`src/rtl/audio_pkg.sv`:
```
// rtl/audio_pkg.sv - shared audio types: PCM FIFO controller states and default sizing
package audio_pkg;

  // Controller FSM encoding
  typedef enum logic [1:0] {
    ST_IDLE  = 2'd0,
    ST_BURST = 2'd1,
    ST_FLUSH = 2'd2
  } pcm_state_t;

  // Default stream bytes per refill burst (legal range 1..255)
  localparam int unsigned DEF_BURST_LEN    = 16;
  // Default number of cycles the FIFO reset is held on a flush
  localparam int unsigned DEF_FLUSH_CYCLES = 4;

endpackage

```
`src/rtl/pcm_fifo_ctrl_if.sv`:
```
// rtl/pcm_fifo_ctrl_if.sv - stream source and audio FIFO signal bundle for pcm_fifo_ctrl
interface pcm_fifo_ctrl_if;

  // Stream source side
  logic       stream_en;
  logic       stream_valid;
  logic [7:0] stream_data;
  logic       stream_ack;

  // Audio FIFO side
  logic       fifo_full;
  logic       fifo_almost_empty;
  logic       fifo_write;
  logic [7:0] fifo_wrdata;
  logic       fifo_reset;

  // Controller view
  modport master (
    input  stream_en, stream_valid, stream_data, fifo_full, fifo_almost_empty,
    output stream_ack, fifo_write, fifo_wrdata, fifo_reset
  );

  // Environment view (stream source + FIFO)
  modport slave (
    output stream_en, stream_valid, stream_data, fifo_full, fifo_almost_empty,
    input  stream_ack, fifo_write, fifo_wrdata, fifo_reset
  );

endinterface

```
`src/rtl/pcm_fifo_ctrl.sv`:
```
// rtl/pcm_fifo_ctrl.sv - PCM audio FIFO feeder: CPU byte path, stream refill bursts, flush; PCM_FIFO_OVERRUN_STAT_EN adds overrun flag
module pcm_fifo_ctrl
  import audio_pkg::*;
#(
  parameter int unsigned BURST_LEN    = DEF_BURST_LEN,
  parameter int unsigned FLUSH_CYCLES = DEF_FLUSH_CYCLES
) (
  input  logic              clk,
  input  logic              rst,
  input  logic              i_cpu_write,
  input  logic [7:0]        i_cpu_wrdata,
  input  logic              i_flush_req,
  pcm_fifo_ctrl_if.master   bus,
`ifdef PCM_FIFO_OVERRUN_STAT_EN
  input  logic              i_overrun_clr,
  output logic              o_overrun,
`endif
  output logic              o_busy
);

  localparam int FW = (FLUSH_CYCLES > 1) ? $clog2(FLUSH_CYCLES) : 1;
  localparam logic [FW-1:0] LP_FLAST = FW'(FLUSH_CYCLES - 1);
  localparam logic [8:0]    LP_BURST = 9'(BURST_LEN);

  pcm_state_t    r_state;
  logic [7:0]    r_cnt;
  logic [FW-1:0] r_fcnt;
  logic          r_cpu_pend;
  logic [7:0]    r_cpu_data;
  logic          r_write;
  logic [7:0]    r_wrdata;
  logic          r_fifo_reset;

  logic          w_cpu_grant;
  logic          w_stream_grant;
  logic          w_last_byte;

  // Arbiter: a pending CPU byte always wins; a flush request blocks every grant
  always_comb begin
    w_cpu_grant    = r_cpu_pend && (r_state != ST_FLUSH) && !i_flush_req;
    w_stream_grant = (r_state == ST_BURST) && bus.stream_en && bus.stream_valid &&
                     !bus.fifo_full && !r_cpu_pend && !i_flush_req;
    w_last_byte    = ({1'b0, r_cnt} + 9'd1) >= LP_BURST;
  end

  assign bus.stream_ack  = w_stream_grant;
  assign bus.fifo_write  = r_write;
  assign bus.fifo_wrdata = r_wrdata;
  assign bus.fifo_reset  = r_fifo_reset;
  assign o_busy          = (r_state != ST_IDLE) || r_cpu_pend;

  // Data path: CPU pending register and the registered FIFO write port
  always_ff @(posedge clk or posedge rst) begin
    if (rst) begin
      r_cpu_pend <= 1'b0;
      r_cpu_data <= 8'h00;
      r_write    <= 1'b0;
      r_wrdata   <= 8'h00;
    end else begin
      r_write <= 1'b0;
      if (w_cpu_grant) begin
        // A CPU byte granted into a full FIFO is dropped here
        if (!bus.fifo_full) begin
          r_write  <= 1'b1;
          r_wrdata <= r_cpu_data;
        end
      end else if (w_stream_grant) begin
        r_write  <= 1'b1;
        r_wrdata <= bus.stream_data;
      end

      // A write landing in the grant cycle refills the slot with the new byte
      if (i_flush_req || (r_state == ST_FLUSH)) begin
        r_cpu_pend <= 1'b0;
      end else if (i_cpu_write) begin
        r_cpu_pend <= 1'b1;
        r_cpu_data <= i_cpu_wrdata;
      end else if (w_cpu_grant) begin
        r_cpu_pend <= 1'b0;
      end
    end
  end

  // Control FSM: refill bursts, flush sequencing and the registered FIFO reset
  always_ff @(posedge clk or posedge rst) begin
    if (rst) begin
      r_state      <= ST_IDLE;
      r_cnt        <= 8'd0;
      r_fcnt       <= '0;
      r_fifo_reset <= 1'b1;
    end else begin
      r_fifo_reset <= 1'b0;
      if (i_flush_req) begin
        // Entering or restarting a flush abandons any burst in progress
        r_state      <= ST_FLUSH;
        r_fcnt       <= '0;
        r_cnt        <= 8'd0;
        r_fifo_reset <= 1'b1;
      end else begin
        case (r_state)
          ST_IDLE: begin
            if (bus.stream_en && bus.fifo_almost_empty && !bus.fifo_full) begin
              r_state <= ST_BURST;
              r_cnt   <= 8'd0;
            end
          end
          ST_BURST: begin
            if (w_stream_grant) begin
              r_cnt <= r_cnt + 8'd1;
            end
            if (!bus.stream_en || bus.fifo_full || (w_stream_grant && w_last_byte) ||
                ({1'b0, r_cnt} >= LP_BURST)) begin
              r_state <= ST_IDLE;
            end
          end
          ST_FLUSH: begin
            if (r_fcnt == LP_FLAST) begin
              r_state <= ST_IDLE;
            end else begin
              r_fcnt       <= r_fcnt + 1'b1;
              r_fifo_reset <= 1'b1;
            end
          end
          default: r_state <= ST_IDLE;
        endcase
      end
    end
  end

`ifdef PCM_FIFO_OVERRUN_STAT_EN
  logic r_overrun;

  // Sticky overrun: a discarded CPU byte sets it, and setting beats clearing
  always_ff @(posedge clk or posedge rst) begin
    if (rst) begin
      r_overrun <= 1'b0;
    end else if (w_cpu_grant && bus.fifo_full) begin
      r_overrun <= 1'b1;
    end else if (i_overrun_clr || i_flush_req) begin
      r_overrun <= 1'b0;
    end
  end

  assign o_overrun = r_overrun;
`endif

endmodule

```
`src/flat_wrapper.sv`:
```
// flat-port wrapper written by rule: the top's interface ports become plain ports
module pcm_fifo_ctrl_flat import audio_pkg::*;
#(
  parameter int unsigned BURST_LEN    = DEF_BURST_LEN,
  parameter int unsigned FLUSH_CYCLES = DEF_FLUSH_CYCLES
)
  (clk, rst, i_cpu_write, i_cpu_wrdata, i_flush_req, o_busy, bus_stream_en, bus_stream_valid, bus_stream_data, bus_fifo_full, bus_fifo_almost_empty, bus_stream_ack, bus_fifo_write, bus_fifo_wrdata, bus_fifo_reset);
  pcm_fifo_ctrl_if bus_i ();
  input  logic clk;
  input  logic rst;
  input  logic i_cpu_write;
  input  logic [7:0] i_cpu_wrdata;
  input  logic i_flush_req;
  output logic o_busy;
  input wire logic [$bits(bus_i.stream_en)-1:0] bus_stream_en;
  input wire logic [$bits(bus_i.stream_valid)-1:0] bus_stream_valid;
  input wire logic [$bits(bus_i.stream_data)-1:0] bus_stream_data;
  input wire logic [$bits(bus_i.fifo_full)-1:0] bus_fifo_full;
  input wire logic [$bits(bus_i.fifo_almost_empty)-1:0] bus_fifo_almost_empty;
  output wire logic [$bits(bus_i.stream_ack)-1:0] bus_stream_ack;
  output wire logic [$bits(bus_i.fifo_write)-1:0] bus_fifo_write;
  output wire logic [$bits(bus_i.fifo_wrdata)-1:0] bus_fifo_wrdata;
  output wire logic [$bits(bus_i.fifo_reset)-1:0] bus_fifo_reset;
  assign bus_i.stream_en = bus_stream_en;
  assign bus_i.stream_valid = bus_stream_valid;
  assign bus_i.stream_data = bus_stream_data;
  assign bus_i.fifo_full = bus_fifo_full;
  assign bus_i.fifo_almost_empty = bus_fifo_almost_empty;
  assign bus_stream_ack = bus_i.stream_ack;
  assign bus_fifo_write = bus_i.fifo_write;
  assign bus_fifo_wrdata = bus_i.fifo_wrdata;
  assign bus_fifo_reset = bus_i.fifo_reset;
  pcm_fifo_ctrl #(.BURST_LEN(BURST_LEN), .FLUSH_CYCLES(FLUSH_CYCLES)) u_core (.clk(clk), .rst(rst), .i_cpu_write(i_cpu_write), .i_cpu_wrdata(i_cpu_wrdata), .i_flush_req(i_flush_req), .bus(bus_i), .o_busy(o_busy));
endmodule
```
`config.mk`:
```
export PLATFORM = sky130hd
export DESIGN_NAME = pcm_fifo_ctrl_flat
export DESIGN_NICKNAME = d
export VERILOG_FILES = /design/src/rtl/audio_pkg.sv /design/src/rtl/pcm_fifo_ctrl_if.sv /design/src/rtl/pcm_fifo_ctrl.sv /design/src/flat_wrapper.sv
export SDC_FILE = /design/constraint.sdc
export NUM_CORES = 1
export LEC_CHECK = 0
export BUFFER_PORTS_ARGS = -buffer_cell sky130_fd_sc_hd__buf_2
export CAP_MARGIN = 0
export CORE_MARGIN = 1
export CORE_UTILIZATION = 56
export DETAILED_ROUTE_END_ITERATION = 12
export GPL_TIMING_DRIVEN = 0
export HOLD_SLACK_MARGIN = 0.1
export PLACE_DENSITY_LB_ADDON = 0.3
export SYNTH_ARGS = -nofsm -noshare
export SYNTH_HDL_FRONTEND = slang
export SYNTH_SLANG_ARGS = --single-unit
export TNS_END_PERCENT = 100
```
`constraint.sdc`:
```
create_clock -name clk -period 5.1 [get_ports clk]
set_input_delay 0.51 -clock clk [delete_from_list [all_inputs] [get_ports clk]]
set_output_delay 0.51 -clock clk [all_outputs]
set_load 0.005 [all_outputs]
```
==> flow_summary_export.csv, run 1 <==
group,metric,value,unit
status,outcome,"completed",
timing,fin_crit,2.38,ns
synthesis,synth-seq-cells,31,
global_routing,track_usage,0.241,
timing,finalMaxSlewViolations,0,
power,power_frac_clock,0.245,
place,dp_slack,2.97,ns
timing,finalCritPeriodShare,0.466,
drt,ant_nets,0,
global_routing,grt_overflow,0,
drt,drt_wl_total,2740,um
place,place_area,1710,um2
timing,skew,0.00708,ns
cells_and_area,area_growth,17.9,%
global_routing,antenna_found_initial,0,
min_path,hp-class,"primary input to register",
place,place.gp.congestion,0.814,
clocking,cts_root_buf,"clkbuf_4",
clocking,cts_tree,"built",
place,io_buffer_count,35,
drt,drtIter0Drc,26,
drt,drc,0,
critical_path,crit_type,"register to primary output",
cells_and_area,final_common_cell,"buf_2",
drt,vias,1097,
synthesis,syn_area,1490,um2
timing,final.setup.tns,0,ns
cells_and_area,nets,199,
drt,wire_per_inst,13.5,um
drt,viasPerCell,5.40,
timing,rsz0062_at_grt,"no",
clocking,cts_hold_buf,0,
global_routing,grt_pass1_wl,4820,um
synthesis,yosysSeqAreaShare,0.521,
synthesis,synth_top_flop_cell,"dfrtp_1",
synthesis,yosys-top-cells-area,"dfrtp_1 (50%), mux2_2 (6.8%), a21oi_2 (4.7%)",
synthesis,async_flop_share,1.00,
clocking,ctsResizeCount,0,
power,p_seq_frac,0.568,
synthesis,yosys.area.top_type_share,0.503,
synthesis,synth-edff-count,0,
floorplan,core-area,2500,um2
timing,timing.fmax,420,MHz
synthesis,syn_inst,130,
clocking,post_cts.repair.setup_buffers,0,
clocking,path_clk_slew,0.10,ns
global_routing,grt_max_degree,32,
clocking,insertion_delay,0.33,ns
timing,maxSlewHeadroom,0.241,
synthesis,synth_fp_nets,157,
power,p_per_area,322,nW/um2
floorplan,io_pins,36,
power,sw_frac_of_total,0.273,
clocking,cts_inserted_buffers,5,
critical_path,cp-start-kind,"register",
synthesis,yosys.area.top_type,"dfrtp_1",
critical_path,worstPathArrival,1.87,ns
power,irDropWorstVdd,0.293,mV
clocking,cts.sinks,31,
run,maxCapViolCount,0,
power,power.leakage,0.000882,uW
floorplan,die_y,53.6,um
floorplan,fp.dieW,53.6,um
clocking,cts.htree.levels,2,
critical_path,path_max_fanout,6,
timing,finalSetupViolCount,0,
place,detailed_place_hpwl,1940,um
cells_and_area,post-route-cell-area,1760,um2
floorplan,start_util,0.597,
critical_path,required,4.59,ns
timing,hold_viol,0,
cells_and_area,final_cell_mix,"buf_2 (37), dfrtp_1 (30), inv_1 (15)",
drt,drt-pass1-iter-count,4,
power,switching_power,154,uW
floorplan,fp-row-count,18,
synthesis,synth_warnings,0,
synthesis,synth_area_per_cell,11.5,um2
cells_and_area,drive_above_1_share,0.405,
timing,worst_slack,2.72,ns
timing,tightest_slew,1.14,ns
synthesis,synth_cell_types,35,
floorplan,die-area,2880,um2
global_routing,grt_pass1_vias,1108,
clocking,clk_path_buf_depth,2,
power,power_frac_comb,0.187,
power,intPower,412,uW
cells_and_area,diodes,0,
critical_path,end_kind,"primary output",
[registers in the layout, indices dropped and copies added, names as in the netlist]
signal and count:
u_core.r_cpu_data 8, u_core.r_state 2, u_core.r_fcnt 2, u_core.bus.fifo_reset 1, u_core.bus.fifo_wrdata 8, u_core.r_cpu_pend 1
u_core.r_cnt 8, u_core.bus.fifo_write 1
[per-layer routing]
layer / vias to the layer above / GRT usage / routed length (um)
met5: - / 0 / 0
met4: 0 / 0.0658 / 0
met3: 0 / 0.0960 / 200
met2: 42 / 0.383 / 1320
met1: 517 / 0.305 / 1220
li1: 538 / - / -
[power by group through the flow]
stage	logic (uW)	registers (uW)	clock network (uW)
2_1_floorplan	78.7	321	0
3_3_place_gp	103	323	0
3_5_place_dp	107	327	0
4_1_cts	108	322	143
5_1_grt	121	329	156
6_report	106	322	139
[area by class of cell]
| type | count | area [um2] |
|---|---|---|
| Buffer | 5 | 36.3 |
| Clock buffer | 6 | 41.3 |
| Clock inverter | 2 | 12.5 |
| Fill cell | 195 | 741 |
| Inverter | 15 | 56.3 |
| Multi-Input combinational cell | 79 | 623 |
| Sequential cell | 31 | 777 |
| Tap cell | 30 | 37.5 |
| Timing Repair Buffer | 35 | 175 |
[logic make-up after synthesis]
group,share of synthesized area
DFF,0.521
muxes,0.0746
AOI/OAI and AO/OA,0.150
buffers and inverters,0.0620
and+or+nand+nor,0.144
adders and majority gates,0.0251
xor gates and xnor gates,0.0235
[critical path, cell delays in order, from the launching register on]
cell and delay, ns:
dfrtp_1 0.46, nor3b_1 0.46, nand3_1 0.26, inv_1 0.22, buf_2 0.15
[through the flow]
step / utilization / std cells / hold WS [ns] / total power [uW]
floorplan: - / 130 / 0.482 / 400
global placement: 0.682 / 195 / 0.489 / 426
detailed placement: 0.682 / 195 / 0.502 / 435
CTS: 0.704 / 203 / 0.394 / 573
global route: 0.704 / 203 / 0.380 / 606
finish: 0.704 / 203 / 0.407 / 566
[path summary, 6_finish.rpt]
check	slack (ns)	startpoint	cells past startpoint	to
min in group asynchronous	0.46	rst	2	u_core.bus.fifo_wrdata[6]
hold / removal	0.41	i_cpu_wrdata[0]	2	u_core.r_cpu_data[0]
setup reg to reg	3.27	u_core.r_state[1]	5	u_core.r_cnt[4]
hold reg to reg	0.52	u_core.bus.fifo_wrdata[6]	2	u_core.bus.fifo_wrdata[6]
setup / recovery	2.72	u_core.r_state[1]	4	bus_stream_ack
max in group asynchronous	3.96	rst	2	u_core.r_cnt[1]
[synthesized netlist by cell type (2+ instances only)]
master,n
buf_2,2
dfrtp_1,30
nor2_1,5
o22ai_1,10
nand2_1,4
nand3_1,4
mux2_2,9
or2_2,2
xnor2_1,3
inv_1,15
buf_6,2
nor2b_1,3
a22o_1,4
nor3b_1,4
ha_1,3
nor4_1,2
a21oi_2,8
a21o_1,2
nor3_1,2
(Power assumes the default switching activity.)
==> inputs of run 2 (changes only) <==
- CORE_UTILIZATION: 56 -> 52
- clock period: 5.1 -> 2.2 ns (I/O delays scaled with it)
==> flow_summary_export.csv, run 2 (same netlist as run 1, synthesis figures left out) <==
group,metric,value,unit
cells_and_area,final_cell_mix,"buf_2 (37), dfrtp_1 (30), inv_1 (15)",
drt,drc,0,
drt,viasPerCell,5.51,
critical_path,worstPathArrival,1.78,ns
floorplan,io_pins,36,
min_path,worstHoldStart,"i_cpu_wrdata[4]",
power,p_per_area,778,nW/um2
drt,vias,1125,
place,place.gp.congestion,0.854,
critical_path,rr_startpoint,"u_core.r_state[1]",
timing,skew,0.00969,ns
clocking,cts_tree,"built",
timing,worst_slack,0.199,ns
clocking,insertion_delay,0.33,ns
floorplan,start_util,0.546,
power,switching_power,366,uW
clocking,clk_path_buf_depth,2,
drt,drt-pass1-iter-count,4,
timing,fin_crit,2.00,ns
timing,tightest_slew,1.14,ns
global_routing,grt_overflow,0,
timing,finalCritPeriodShare,0.910,
cells_and_area,diodes,0,
clocking,cts.htree.levels,2,
clocking,path_clk_slew,0.10,ns
floorplan,fp-row-count,19,
drt,drt_wl_total,3030,um
critical_path,cp-start-kind,"register",
critical_path,r2r-end,"u_core.bus.fifo_wrdata[6]",
floorplan,core-area,2730,um2
timing,maxSlewHeadroom,0.241,
place,io_buffer_count,35,
critical_path,required,1.98,ns
critical_path,cp_slowest_stage_delay,0.47,ns
global_routing,grt_pass1_vias,1215,
min_path,hp-class,"primary input to register",
power,power_frac_clock,0.277,
clocking,cts.sinks,31,
floorplan,die-area,3090,um2
power,irDropWorstVdd,0.543,mV
drt,drtIter0Drc,22,
power,power_frac_comb,0.181,
floorplan,fp.dieW,55.6,um
drt,wire_per_inst,14.9,um
timing,final.setup.tns,0,ns
critical_path,crit_chain,"nor3b_2 > nand3_1 > inv_1 > buf_2",
critical_path,crit_family,"simple AND/OR/NAND/NOR gates",
cells_and_area,nets,199,
cells_and_area,final_common_cell,"buf_2",
timing,finalSetupViolCount,0,
drt,ant_nets,0,
critical_path,worstRegToRegCells,6,
critical_path,path_max_fanout,6,
cells_and_area,area_growth,19.3,%
critical_path,crit_buf_inv,2,
global_routing,grt_max_degree,32,
place,detailed_place_hpwl,2170,um
power,intPower,1020,uW
power,sw_frac_of_total,0.264,
cells_and_area,drive_above_1_share,0.410,
status,outcome,"completed",
global_routing,grt_pass1_wl,5300,um
critical_path,end_kind,"primary output",
run,maxCapViolCount,0,
critical_path,slowest_stage,"dfrtp_1",
timing,hold_viol,0,
place,dp_slack,0.370,ns
min_path,holdPathStages,2,
critical_path,crit_type,"register to primary output",
timing,rsz0062_at_grt,"no",
min_path,worstHoldEndpoint,"u_core.r_cpu_data[4]",
timing,finalMaxSlewViolations,0,
clocking,cts_inserted_buffers,5,
global_routing,antenna_found_initial,0,
global_routing,track_usage,0.225,
clocking,cts_root_buf,"clkbuf_4",
power,p_seq_frac,0.542,
timing,timing.fmax,500,MHz
power,power.leakage,0.000892,uW
floorplan,die_y,55.6,um
critical_path,rrSetupSlack,0.42,ns
[run 2: worst max path at each step]
stage | startpoint | endpoint | slack (ns) | cells past startpoint
after floorplan | u_core.r_state[1] | u_core.bus.fifo_wrdata[0] | 0.56 | 6
after CTS | u_core.r_state[1] | bus_stream_ack | 0.04 | 4
after global placement | u_core.r_state[1] | u_core.bus.fifo_wrdata[5] | 0.48 | 6
final | u_core.r_state[1] | bus_stream_ack | 0.20 | 4
after detailed placement | u_core.r_state[1] | u_core.r_cnt[4] | 0.37 | 5
after global routing | u_core.r_state[1] | bus_stream_ack | 0.06 | 4
[run 2: power by group through the flow]
stage / clock network (uW) / registers, uW / logic (uW)
finish: 384 / 751 / 251
global route: 409 / 767 / 288
CTS: 395 / 752 / 256
detailed placement: 0 / 762 / 256
global placement: 0 / 749 / 239
floorplan: 0 / 744 / 182
[run 2: routing by layer]
layer	global-route usage	wire length, um	vias to the layer above
li1	-	-	536
met3	0.0605	173	7
met1	0.261	1320	542
met5	0	0	-
met2	0.387	1490	40
met4	0.104	52	0
[run 2: layout make-up]
class | instances | area (um2)
Timing Repair Buffer | 35 | 175
Inverter | 15 | 56.3
Buffer | 5 | 36.3
Multi-Input combinational cell | 79 | 628
Fill cell | 226 | 953
Sequential cell | 31 | 777
Clock buffer | 8 | 68.8
Tap cell | 31 | 38.8
[run 2: stage by stage]
step                       util  cell area (um2)  total power [uW]  hold WS, ns  instances
after global placement    0.624             1710               988        0.453        196
after CTS                 0.649             1780              1400        0.108        204
after global routing      0.651             1780              1460        0.116        204
after floorplan               -             1490               927        0.323        130
after detailed placement  0.624             1710              1020        0.455        196
final                     0.651             1780              1390        0.119        204
[run 2: repair_timing]
action,4_1_cts,5_1_grt
hold buffers,0,0
resized for setup,0,1
buffers inserted,0,0
endpoints found under the setup margin,0,1
[run 2: worst reg2reg max path, delay by kind of cell, from the launching register on]
family          cells  cell delay [ns]
compound gates      1             0.13
buf+inv             2             0.30
flops               1             0.47
simple gates        3             0.80
==> inputs of run 3 (changes only) <==
- ABC_AREA: not set -> 1
- PLACE_DENSITY: not set -> 0.89
- PLACE_DENSITY_LB_ADDON: 0.3 -> not set
- RECOVER_POWER: not set -> 100
==> flow_summary_export.csv, run 3 <==
group,metric,value,unit
status,outcome,"completed",
drt,drt-pass1-iter-count,4,
cells_and_area,utilization,0.676,
clocking,cts_tree,"built",
synthesis,synth-seq-cells,31,
cells_and_area,final_common_cell,"nand2_1",
drt,drc,0,
critical_path,path_max_fanout,10,
clocking,cts.sinks,31,
timing,skew,0.00718,ns
critical_path,worstPathArrival,2.04,ns
drt,drt_wl_total,3320,um
clocking,cts_inserted_buffers,5,
synthesis,synth_top_flop_cell,"dfrtp_1",
synthesis,yosys.area.top_type_share,0.490,
cells_and_area,layout.cells.non_filler,268,
synthesis,synth_area_per_cell,8.23,um2
run,maxCapViolCount,0,
clocking,ctsResizeCount,0,
critical_path,crit_type,"register to register",
synthesis,synth_fp_nets,213,
global_routing,grt_pass1_wl,5440,um
drt,vias,1395,
synthesis,yosys-top-cells-area,"dfrtp_1 (49%), nand2_1 (9.1%), nor2_1 (6.4%)",
critical_path,r2r-end,"u_core.bus.fifo_wrdata[0]",
clocking,cts_root_buf,"clkbuf_4",
critical_path,rrSetupSlack,0.44,ns
min_path,holdPathStages,3,
critical_path,end_kind,"register",
cells_and_area,post-route-cell-area,1880,um2
place,detailed_place_hpwl,2240,um
critical_path,worstRegToRegCells,8,
floorplan,die-area,3170,um2
min_path,worstHoldEndpoint,"u_core.bus.fifo_wrdata[0]",
drt,viasPerCell,5.21,
place,io_buffer_count,35,
cells_and_area,drive_above_1_share,0.207,
synthesis,yosys-top-cells-count,"nand2_1 (37), dfrtp_1 (30), nor2_1 (26)",
floorplan,fp.dieW,56.3,um
global_routing,grt_overflow,0,
timing,finalCritPeriodShare,0.800,
global_routing,antenna_found_initial,0,
floorplan,io_pins,36,
synthesis,yosysMostFrequentCell,"nand2_1",
clocking,cts.htree.levels,2,
drt,drtIter0Drc,52,
critical_path,required,2.48,ns
floorplan,start_util,0.551,
place,dp.cells,252,
global_routing,grt_pass1_vias,1238,
drt,ant_nets,0,
power,p_per_area,850,nW/um2
timing,rsz0062_at_grt,"no",
power,totalPowerFinal,1600,uW
synthesis,syn_inst,186,
cells_and_area,nets,263,
clocking,cts_hold_buf,8,
global_routing,grt_max_degree,32,
min_path,worstHoldStart,"bus_stream_data[0]",
synthesis,syn_area,1530,um2
synthesis,yosysSeqAreaShare,0.507,
synthesis,async_flop_share,1.00,
clocking,clk_path_buf_depth,2,
place,place_area,1750,um2
power,irDropWorstVdd,0.843,mV
critical_path,rr_startpoint,"u_core.r_state[1]",
global_routing,track_usage,0.232,
cells_and_area,diodes,0,
power,power.leakage,0.000970,uW
timing,finalSetupViolCount,0,
cells_and_area,fillers,239,
cells_and_area,final_cell_mix,"nand2_1 (37), buf_2 (33), dfrtp_1 (30)",
timing,tightest_slew,1.14,ns
min_path,hp-class,"primary input to register",
drt,wire_per_inst,12.4,um
cells_and_area,area_growth,22.7,%
timing,final.setup.tns,0,ns
timing,fin_crit,1.76,ns
critical_path,cp-start-kind,"register",
clocking,post_cts.repair.setup_buffers,0,
timing,maxSlewHeadroom,0.238,
place,place.gp.congestion,0.787,
timing,timing.fmax,568,MHz
floorplan,core-area,2780,um2
floorplan,die_y,56.3,um
clocking,path_clk_slew,0.11,ns
synthesis,synth_cell_types,27,
synthesis,synth-edff-count,0,
timing,hold_viol,0,
floorplan,fp-row-count,19,
clocking,insertion_delay,0.34,ns
synthesis,yosys.area.top_type,"dfrtp_1",
timing,finalMaxSlewViolations,0,
synthesis,synth_warnings,0,
-- run 3: changes by cell type in the layout (fill, tap and decap cells not counted), moves of 9 or more --
| cell | previous run | this run |
|---|---|---|
| nand2_1 | 4 | 37 |
| nor2_1 | 5 | 27 |
| a21oi_1 | 0 | 19 |
| o21ai_0 | 1 | 15 |
| mux2_2 | 9 | 0 |
| nand3_1 | 4 | 13 |
| o22ai_1 | 10 | 1 |
-- run 3: layout make-up --
type / count / area (um2) / area share
tap: 31 / 38.8 / 0.0206
multi-input combinational: 126 / 611 / 0.325
clock inverter: 3 / 43.8 / 0.0233
inverter: 26 / 100 / 0.0533
buffer: 3 / 20.0 / 0.0107
clock buffer: 5 / 37.5 / 0.0200
sequential: 31 / 777 / 0.413
timing repair buffer: 43 / 251 / 0.134
-- run 3: cells by family (layout without fill, tap and decap cells) --
logic type	after synthesis	count (layout)	share of synthesized area
AOI/OAI and AO/OA	39	39	0.142
and+or+nand+nor	84	84	0.248
DFF	31	31	0.507
adders and majority gates	3	3	0.0245
buffers and inverters	29	80	0.0784
-- run 3: power breakdown --
| part | internal [uW] | leakage (uW) | switching [uW] |
|---|---|---|---|
| Clock | 239 | 0.0000452 | 217 |
| Sequential | 714 | 0.000394 | 68.8 |
| Combinational | 156 | 0.000531 | 203 |
| Total | 1110 | 0.000970 | 489 |
-- run 3: worst max-delay path by stage --
stage / from / end / slack (ns) / cells after the start
after floorplan: u_core.r_cnt[0] / u_core.r_state[0] / 0.91 / 10
after CTS: u_core.r_cpu_pend / bus_stream_ack / 0.65 / 4
after global placement: u_core.r_state[1] / u_core.bus.fifo_wrdata[0] / 0.76 / 8
after global routing: u_core.r_state[1] / u_core.bus.fifo_wrdata[0] / 0.28 / 8
after detailed placement: i_flush_req / u_core.r_cnt[2] / 0.72 / 9
final: u_core.r_state[1] / u_core.bus.fifo_wrdata[0] / 0.44 / 8
-- run 3: through the flow --
stage          hold WS [ns]  worst slack, ns
6_report              0.145            0.441
5_1_grt               0.147            0.285
4_1_cts               0.138            0.655
3_5_place_dp          0.432            0.719
3_3_place_gp          0.423            0.762
2_1_floorplan         0.323            0.912
-- run 3: worst max-delay path, cell delays in order, from the launching register on --
cell and delay (ns):
dfrtp_1 0.39, inv_1 0.09, nor2_1 0.05, inv_1 0.11
nand3_2 0.16, o21ai_1 0.52, buf_6 0.22, nor2_1 0.06
a21oi_2 0.09
-- run 3: layer usage --
layer | global-route usage | vias to the layer above | wire length, um
li1 | - | 701 | -
met1 | 0.281 | 650 | 1390
met2 | 0.381 | 37 | 1720
met3 | 0.0622 | 7 | 142
met4 | 0.122 | 0 | 79
met5 | 0 | - | 0
